$ cat src/rtl/clahe_pkg.sv
// Shared constants and FSM encodings for the CLAHE clip / CDF stage.
package clahe_pkg;

  localparam int NUM_TILES   = 16;
  localparam int BINS        = 256;
  localparam int CNT_W       = 16;
  localparam int TILE_PIXELS = 57600;
  localparam int SCALE       = 74271;

  localparam int ACC_W  = 24;
  localparam int PROD_W = 41;

  localparam logic [2:0] ST_IDLE  = 3'd0;
  localparam logic [2:0] ST_CLIP  = 3'd1;
  localparam logic [2:0] ST_DRAIN = 3'd2;
  localparam logic [2:0] ST_CALC  = 3'd3;
  localparam logic [2:0] ST_CDF   = 3'd4;
  localparam logic [2:0] ST_NEXT  = 3'd5;

endpackage

$ cat src/rtl/clahe_cdf_map.sv
// CDF accumulator followed by scale / round / saturate to an 8-bit grey level.
// The LUT write strobe, address and data leave one cycle after the addend.
module clahe_cdf_map #(
  parameter int BIN_W       = 8,
  parameter int TILE_PIXELS = clahe_pkg::TILE_PIXELS,
  parameter int SCALE       = clahe_pkg::SCALE
) (
  input  logic                          pclk,
  input  logic                          rst,
  input  logic                          clr,
  input  logic                          vld_p0,
  input  logic [clahe_pkg::ACC_W-1:0]   add_p0,
  input  logic [BIN_W-1:0]              addr_p0,
  output logic                          wr_en,
  output logic [BIN_W-1:0]              wr_addr,
  output logic [7:0]                    wr_data
);
  import clahe_pkg::*;

  localparam logic [PROD_W-1:0] ROUND = PROD_W'(1) << 23;

  logic [ACC_W-1:0] cdf_p1;
  logic [ACC_W-1:0] cdf_nxt;

  function automatic logic [ACC_W-1:0] acc_sat(input logic [ACC_W-1:0] a,
                                               input logic [ACC_W-1:0] b);
    logic [ACC_W:0] s;
    s = {1'b0, a} + {1'b0, b};
    return s[ACC_W] ? '1 : s[ACC_W-1:0];
  endfunction

  function automatic logic [7:0] map_sat(input logic [ACC_W-1:0] c);
    logic [PROD_W-1:0] p;
    p = PROD_W'(c) * PROD_W'(SCALE) + ROUND;
    if ((c >= ACC_W'(TILE_PIXELS)) || (|p[PROD_W-1:32]))
      return 8'hff;
    return p[31:24];
  endfunction

  assign cdf_nxt = acc_sat(cdf_p1, add_p0);

  // p0 -> p1: accumulate, map and present the LUT write
  always_ff @(posedge pclk or posedge rst) begin
    if (rst) begin
      cdf_p1  <= '0;
      wr_en   <= 1'b0;
      wr_addr <= '0;
      wr_data <= '0;
    end else begin
      wr_en <= vld_p0;
      if (clr) begin
        cdf_p1 <= '0;
      end else if (vld_p0) begin
        cdf_p1  <= cdf_nxt;
        wr_addr <= addr_p0;
        wr_data <= map_sat(cdf_nxt);
      end
    end
  end

endmodule

$ cat src/rtl/clahe_clip_cdf.sv
// Per-tile clip, excess redistribution and CDF-to-LUT generation over one
// completed histogram bank. Tiles are processed in order, 515 cycles each.
module clahe_clip_cdf #(
  parameter int NUM_TILES   = clahe_pkg::NUM_TILES,
  parameter int BINS        = clahe_pkg::BINS,
  parameter int CNT_W       = clahe_pkg::CNT_W,
  parameter int TILE_PIXELS = clahe_pkg::TILE_PIXELS,
  parameter int SCALE       = clahe_pkg::SCALE
) (
  input  logic                         pclk,
  input  logic                         rst,
  input  logic                         start,
  input  logic                         ping_pong_flag,
  input  logic [CNT_W-1:0]             clip_limit,
  output logic                         hist_rd_bank,
  output logic [$clog2(NUM_TILES)-1:0] hist_rd_tile_idx,
  output logic [$clog2(BINS)-1:0]      hist_rd_addr,
  input  logic [CNT_W-1:0]             hist_rd_data,
  output logic [$clog2(NUM_TILES)-1:0] lut_wr_tile_idx,
  output logic [$clog2(BINS)-1:0]      lut_wr_addr,
  output logic [7:0]                   lut_wr_data,
  output logic                         lut_wr_en,
  output logic                         busy,
  output logic                         done
);
  import clahe_pkg::*;

  localparam int TILE_W = $clog2(NUM_TILES);
  localparam int BIN_W  = $clog2(BINS);
  localparam int INC_W  = ACC_W - BIN_W;
  localparam logic [TILE_W-1:0] TILE_LAST = TILE_W'(NUM_TILES - 1);
  localparam logic [BIN_W-1:0]  BIN_LAST  = BIN_W'(BINS - 1);

  logic [2:0]        state;
  logic [TILE_W-1:0] tile;
  logic [BIN_W-1:0]  bin;
  logic              bank;
  logic [CNT_W-1:0]  clip;
  logic [ACC_W-1:0]  excess;
  logic [INC_W-1:0]  inc;
  logic [BIN_W-1:0]  resid;
  logic              vld_p0;
  logic [BIN_W-1:0]  bin_p0;
  logic [CNT_W-1:0]  hbuf [BINS];
  logic [ACC_W-1:0]  cdf_add;
  logic              cdf_clr;
  logic              cdf_vld;

  function automatic logic [CNT_W-1:0] clip_bin(input logic [CNT_W-1:0] h,
                                                input logic [CNT_W-1:0] c);
    return (h > c) ? c : h;
  endfunction

  function automatic logic [ACC_W-1:0] excess_acc(input logic [ACC_W-1:0] acc,
                                                  input logic [CNT_W-1:0] h,
                                                  input logic [CNT_W-1:0] c);
    logic [ACC_W:0] s;
    s = {1'b0, acc} + ((h > c) ? (ACC_W+1)'(h - c) : '0);
    return s[ACC_W] ? '1 : s[ACC_W-1:0];
  endfunction

  assign hist_rd_bank     = bank;
  assign hist_rd_tile_idx = tile;
  assign hist_rd_addr     = bin;
  assign lut_wr_tile_idx  = tile;
  assign busy             = (state != ST_IDLE);
  assign cdf_clr          = (state == ST_CALC);
  assign cdf_vld          = (state == ST_CDF);
  assign cdf_add          = ACC_W'(hbuf[bin]) + ACC_W'(inc) + ACC_W'(bin < resid);

  // Control: bin walk, tile sequencing, excess accumulation (read data at p0)
  always_ff @(posedge pclk or posedge rst) begin
    if (rst) begin
      state  <= ST_IDLE;
      tile   <= '0;
      bin    <= '0;
      bank   <= 1'b0;
      clip   <= '0;
      excess <= '0;
      inc    <= '0;
      resid  <= '0;
      vld_p0 <= 1'b0;
      done   <= 1'b0;
    end else begin
      done   <= 1'b0;
      vld_p0 <= (state == ST_CLIP);
      if (vld_p0)
        excess <= excess_acc(excess, hist_rd_data, clip);
      case (state)
        ST_IDLE: begin
          if (start) begin
            clip   <= clip_limit;
            bank   <= ping_pong_flag;
            tile   <= '0;
            bin    <= '0;
            excess <= '0;
            state  <= ST_CLIP;
          end
        end
        ST_CLIP: begin
          bin <= bin + 1'b1;
          if (bin == BIN_LAST)
            state <= ST_DRAIN;
        end
        ST_DRAIN: state <= ST_CALC;
        ST_CALC: begin
          inc   <= excess[ACC_W-1:BIN_W];
          resid <= excess[BIN_W-1:0];
          bin   <= '0;
          state <= ST_CDF;
        end
        ST_CDF: begin
          bin <= bin + 1'b1;
          if (bin == BIN_LAST)
            state <= ST_NEXT;
        end
        ST_NEXT: begin
          if (tile == TILE_LAST) begin
            done  <= 1'b1;
            state <= ST_IDLE;
          end else begin
            tile   <= tile + 1'b1;
            bin    <= '0;
            excess <= '0;
            state  <= ST_CLIP;
          end
        end
        default: state <= ST_IDLE;
      endcase
    end
  end

  // p0: clipped bin capture into the tile buffer
  always_ff @(posedge pclk) begin
    bin_p0 <= bin;
    if (vld_p0)
      hbuf[bin_p0] <= clip_bin(hist_rd_data, clip);
  end

  clahe_cdf_map #(
    .BIN_W       (BIN_W),
    .TILE_PIXELS (TILE_PIXELS),
    .SCALE       (SCALE)
  ) u_cdf_map (
    .pclk    (pclk),
    .rst     (rst),
    .clr     (cdf_clr),
    .vld_p0  (cdf_vld),
    .add_p0  (cdf_add),
    .addr_p0 (bin),
    .wr_en   (lut_wr_en),
    .wr_addr (lut_wr_addr),
    .wr_data (lut_wr_data)
  );

endmodule

$ cat config.mk
export PLATFORM = sky130hd
export DESIGN_NAME = clahe_clip_cdf
export DESIGN_NICKNAME = d
export VERILOG_FILES = /design/src/rtl/clahe_pkg.sv /design/src/rtl/clahe_cdf_map.sv /design/src/rtl/clahe_clip_cdf.sv
export SDC_FILE = /design/constraint.sdc
export NUM_CORES = 2
export LEC_CHECK = 0
export CAP_MARGIN = 10
export CORE_MARGIN = 2
export CORE_UTILIZATION = 55
export CTS_BUF_LIST = sky130_fd_sc_hd__clkbuf_16
export CTS_CLUSTER_SIZE = 12
export DETAILED_ROUTE_END_ITERATION = 10
export PLACE_DENSITY = 0.71
export REMOVE_ABC_BUFFERS = 1
export SLEW_MARGIN = 20
export SYNTH_ARGS = -nofsm -noshare
export SYNTH_HDL_FRONTEND = slang
export SYNTH_SLANG_ARGS = --single-unit
$ cat constraint.sdc
create_clock -name pclk -period 17.25 [get_ports pclk]
set_input_delay 3.45 -clock pclk [delete_from_list [all_inputs] [get_ports pclk]]
set_output_delay 3.45 -clock pclk [all_outputs]
set_load 0.05 [all_outputs]
== Word level (Yosys, flattened, before mapping) ==
Memories as Yosys holds them, arrays and structs flattened.
Index checks and enable logic that the tools add are counted.
Operators by class
  add/subtract/negate cells: 8
  $mul: 1
  order comparisons: 3
  equal/unequal tests: 11
  multiplexer cells: 30
  bitwise logic cells: 1
  reductions and logical operators: 13
Operators with widths (number)
  $mux 24: 7
  $pmux 24 s2: 1
  $add 41x24->41 const B: 1
  $mul 24x17->41 const B: 1
  $mux 8: 4
  $pmux 8 s4: 1
  $add 24x18->25: 1
  $add 24x25->25: 1
  $mux 25: 1
  $ge 24x16->1 const B: 1
  $add 17x1->18: 1
  $pmux 3 s6: 1
  $add 16x16->17: 1
  $sub 16x16->17: 1
  $gt 16x16->1: 1
  $mux 16: 1
  $mux 3: 3
  $reduce_and 3->1: 3
  $reduce_or 9->1: 1
  $add 8x1->8 const B: 1
  $eq 8x8->1 const B: 1
  $lt 8x8->1: 1
  $mux 1: 8
  $mux 4: 2
  16 further kinds: 22
Word-level totals
  register bits after elaboration: 131
  bits in writable memories: 4096
  output and inout bits: 36
  memories: 1
Memories
  hbuf: words 256, bits a word 16, read ports 1, clocked after Yosys merged registers in 0, write ports 1, line clahe_clip_cdf.sv:44  | logic [CNT_W-1:0] hbuf [BINS];

== Longest topological paths before layout ==
An unclocked memory read counts as a cell.
  depth in word-level cells: 13
  mapped depth: 42

== Modules after synthesis ==
A second synthesis with hierarchy kept.
Second synthesis, totals
  cell total of the unflattened synthesis: 8455
  area, all modules: 173247.4 µm²
By module, submodules not included
  clahe_clip_cdf: times used 1, cells each 7398, area an instance 163663.2 µm², seq. area each 125210.1 µm²
  clahe_cdf_map: times used 1, cells each 1057, area an instance 9584.2 µm², seq. area each 1026.0 µm²

== Least setup slack after synthesis ==
No wires, ideal clock.
  path type: in2reg
  start point: in hist_rd_data[2]
  end point: mem hbuf[0][10], data pin
  arrival: 15.331 ns
  data required time: 15.062 ns
  slack: -0.269 ns
  cell stages on the path: 10
  path buffers: 2
  cell sequence: ha_1 nand3_1 o221a_2 o31ai_2 a2111oi_0 nor2_1 o21ai_0 clkbuf_1 clkbuf_1 o21ai_0
Between the ends
  longest elaborated chain between the ends: 2
RTL lines
  start: declaration: line clahe_clip_cdf.sv:18  | input logic [CNT_W-1:0] hist_rd_data,
  $gt 16x16->1: line clahe_clip_cdf.sv:51  | return (h > c) ? c : h;
  $mux 16: line clahe_clip_cdf.sv:51
  end: declaration: line clahe_clip_cdf.sv:44
No other way between the ends.

== Worst setup path in the final report ==
  start point: reg bin[1], in the netlist hist_rd_addr[1]
  end point: reg u_cdf_map.wr_data[4]
Between the ends
  longest elaborated chain between the ends: 13
RTL lines
  start: declaration: line clahe_clip_cdf.sv:36  | logic [BIN_W-1:0] bin;
  start signal: assignment: line clahe_clip_cdf.sv:101  | bin <= bin + 1'b1;
  start signal: assignment: line clahe_clip_cdf.sv:113  | bin <= bin + 1'b1;
  $mem_v2 256x16
  $add 16x16->17: line clahe_clip_cdf.sv:69  | assign cdf_add = ACC_W'(hbuf[bin]) + ACC_W'(inc) + ACC_W'(bin < resid);
  $add 17x1->18 (*): line clahe_clip_cdf.sv:69
  $add 24x18->25 (*): line clahe_cdf_map.sv:28  | s = {1'b0, a} + {1'b0, b};
  $mux 24 (*): line clahe_cdf_map.sv:29  | return s[ACC_W] ? '1 : s[ACC_W-1:0];
  $mul 24x17->41: line clahe_cdf_map.sv:34  | p = PROD_W'(c) * PROD_W'(SCALE) + ROUND;
  $add 41x24->41: line clahe_cdf_map.sv:34
  $reduce_or 9->1: line clahe_cdf_map.sv:35  | if ((c >= ACC_W'(TILE_PIXELS)) || (|p[PROD_W-1:32]))
  $logic_or 1x1->1: line clahe_cdf_map.sv:35
  $mux 1: line clahe_cdf_map.sv:35
  $mux 1: line clahe_cdf_map.sv:53  | end else if (vld_p0) begin
  $mux 1: line clahe_cdf_map.sv:51  | if (clr) begin
  $mux 8 (*): line clahe_cdf_map.sv:37  | return p[31:24];
  end signal: assignment: line clahe_cdf_map.sv:56  | wr_data <= map_sat(cdf_nxt);
  end: declaration: line clahe_cdf_map.sv:16  | output logic [7:0] wr_data
Mark *: on every way between the ends. The rest lies on a longest branch, timed or not. The select of a mux whose other input is x is not followed.
A chain may end at the register's enable or synchronous reset.

==> metrics.md <==
| Metric | Value |
|---|---|
| Synth Area in Adders | 0.03289 |
| Largest family of logic cells by synthesized area | multiplexers |
| Final Skew | 0.06897 ns |
| Endpoints failing setup | 0 |
| Sequential fraction of the synthesis area | 0.7351 |
| Initial drt markers | 11,696 |
| Post-synth EDFFs | 4,096 |
| H-Tree Level Count | 5 |
| Setup TNS | 0 ns |
| Final slew viol count | 0 |
| Relative slew slack | 0.1584 |
| Die Y | 562.8 um |
| Post-synth top area cell | edfxtp_1 |
| Initial Utilization | 0.5515 |
| Count leader, synth | edfxtp_1 |
| Startpoint types | flip-flop |
| Crit-path max FO | between 100 and 150 |
| Post-CTS sizing | 0 |
| Main synth FF type | edfxtp_1 |
| CTS Buffer Depth | 4 |
| Routability congestion estimate | 0.8706 |
| Top cells by count, synth | edfxtp_1 (4,096), mux4_2 (1,355), nor2_1 (354) |
| Die Area | 0.3167 sq mm |
| GRT Util Overall | 0.2708 |
| Clk_lat worst skew | 0.96 ns |
| Worst hold path type | flip-flop to flip-flop |
| Clock transition at path regs | 0.06 ns |
| Yosys warning count | 0 |
| I/O Buffers | 71 |
| # Post-CTS Setup Buffers | 0 |
| Worst-Margin Slew | roughly 1.3 ns |
| Initial antenna violation count | 27 |
| Crit Path Category | flip-flop to flip-flop |
| Area Growth Syn to Fin | 11.69% |
| Synth top area share | 0.7162 |
| Highest Clock Rate | 72.38 MHz |
| Nets@finish | 8,713 |
| Top post-synthesis cells by area | edfxtp_1 (72%), mux4_2 (18%), dfrtp_1 (1.8%) |
| Crit. End Element | flip-flop |
| RSZ-0062 raised after global routing | no |
| Crit path largest cell delay | 0.99 ns |
| Finished Layout Cells | 12,700 |
| Clock sinks | 4,227 |
| Synth Area in Compound Gates | 0.01561 |
| Hold_buf cts | 0 |
| Pre-CTS setup slack | 3.526 ns |
| Vias in the first global route | 84,589 |
| Period utilization | 0.8009 |
| Simple-gate portion of the synthesized area | 0.01747 |
| Outcome | complete, no violations |
| Via/cell ratio | 6.577 |
| Synth cell types | 75 |
| Pin count of the biggest net entering global routing | 225 |
| Die X | 562.8 um |
| Crit-path slowest cell | dfrtp_4 |
| Synth Register Bits | about 4,200 |
| Pre-Repair DR Iteration Count | 6 |
| Mux cell area share after synthesis | 0.1806 |
| GRT Residual Overflow | 0 |
| DP HPWL | 246,700 um |
| Total core area | 0.3114 sq mm |
| Drt drc | 0 |
| DRT antenna net count | 0 |
| Drt total wl | 425,600 um |
| Critical path data required time | 18.06 ns |
| MaxCap Viol Count | 0 |
| CTS Root Cell | clkbuf_16 |
| Vias | 83,525 |
| Post-Synthesis Cells | 7,832 |
| Fin crit period | about 14 ns |
| Synthesized area per cell | 21.93 sq um |
| Fillers | 20,737 |
| First-pass GRT wire length | 612,300 um |
| DP Cell Count | 12,020 |
| CP arrival | roughly 15 ns |
| Final hold vios | 0 |
| Synth Cell Area | about 0.17 sq mm |
| Post-synthesis xor/xnor area fraction | 0.002499 |
| Site Rows | 205 |
| Top-level port count | 72 |
| Number of CTS-inserted buffers | 420 |
| DR WL/cell | 33.51 um |
| Share of cells above drive strength 1 | 0.2747 |
| Fraction of registers with async set/reset | 0.02910 |
| Setup slack after layout | 3.434 ns |
| TritonCTS clock tree | yes |
==> metal layers <==
metal | vias up | wire length [um] | part of all wire | track usage
li1 | 33447 | - | - | -
met1 | 44832 | 162700 | 0.38 | 0.3818
met2 | 4576 | 206900 | 0.49 | 0.4325
met3 | 656 | 42710 | 0.10 | 0.05794
met4 | 14 | 13240 | 0.031 | 0.07945
met5 | - | 107 | 0.00025 | 0
==> area by class of cell <==
class,instances,area (sq um),area share
clock inverter,238,1496,0.007802
tap,4140,5180,0.02701
clock buffer,428,10710,0.05584
inverter,292,1101,0.005740
sequential,4227,126300,0.6583
timing repair buffer,447,3918,0.02042
multi-input combinational,2918,43120,0.2248
antenna,10,25.02,0.0001305
==> state kept, by name (all words and copies together) (netlist names) <==
register           flops
resid                  8
u_cdf_map.wr_data      8
clip                  16
state                  3
done                   1
hbuf                4096
bin_p0                 8
excess                24
u_cdf_map.cdf_p1      24
u_cdf_map.wr_addr      8
hist_rd_addr           8
hist_rd_bank           1
hist_rd_tile_idx       4
inc                   16
vld_p0                 1
u_cdf_map.wr_en        1
==> placed cells by master (no fill, tap or decap), drive strengths merged, types with 10 or more instances in the layout <==
cell	instances
a211oi	20
a21boi	10
a21o	30
a21oi	98
a31oi	13
and3	20
buf	376
clkbuf	428
clkdlybuf4s50	71
clkinv	113
dfrtp	123
diode	10
edfxtp	4096
fa	134
ha	237
inv	407
mux2	36
mux2i	10
mux4	1355
nand2	163
nand2b	10
nand3	41
nand4	27
nor2	354
nor2b	18
nor3	21
o211ai	10
o21a	12
o21ai	122
o221a	26
or3	10
xnor2	31
xor2	18
==> cells by family (layout without fill, tap and decap cells) <==
group,after synthesis,after routing
AO/OA/AOI/OAI,405,405
XOR/XNOR,49,49
adder cells (fa/ha/maj),371,371
buffers and inverters,687,1405
flip-flops,4227,4227
multiplexers,1401,1401
other,0,10
AND/OR/NAND/NOR,692,692
==> through the flow <==
step | hold slack, ns | area, sq um | utilization
floorplan | 0.4498 | 170100 | -
global placement | 0.4612 | 179400 | 0.5762
detailed placement | 0.4637 | 179500 | 0.5763
CTS | 0.4774 | 191700 | 0.6155
global route | 0.5084 | 191800 | 0.6159
finish | 0.4720 | 191800 | 0.6160
==> final timing paths <==
check,startpoint,endpoint,slack (ns),depth (start not counted)
max in group asynchronous,rst,u_cdf_map.cdf_p1[20],13.24,4
setup reg to reg,hist_rd_addr[1],u_cdf_map.wr_data[4],3.43,33
hold reg to reg,u_cdf_map.wr_addr[7],u_cdf_map.wr_addr[7],0.47,2
hold / removal,u_cdf_map.wr_addr[7],u_cdf_map.wr_addr[7],0.47,2
setup / recovery,hist_rd_addr[1],u_cdf_map.wr_data[4],3.43,33
min in group asynchronous,rst,u_cdf_map.wr_addr[0],2.89,2
==> critical path, delay by kind of cell, from the launching register on <==
family	cells	cell delay [ns]
muxes	5	2.82
buffers and inverters	6	1.67
adders and majority gates	8	3.39
DFF	1	0.99
AOI/OAI and AO/OA	5	1.75
and+or+nand+nor	9	2.69
Power is left out: the tool's default activity adds up to more than one toggle a clock period on the data nets, which glitch-free logic cannot reach.
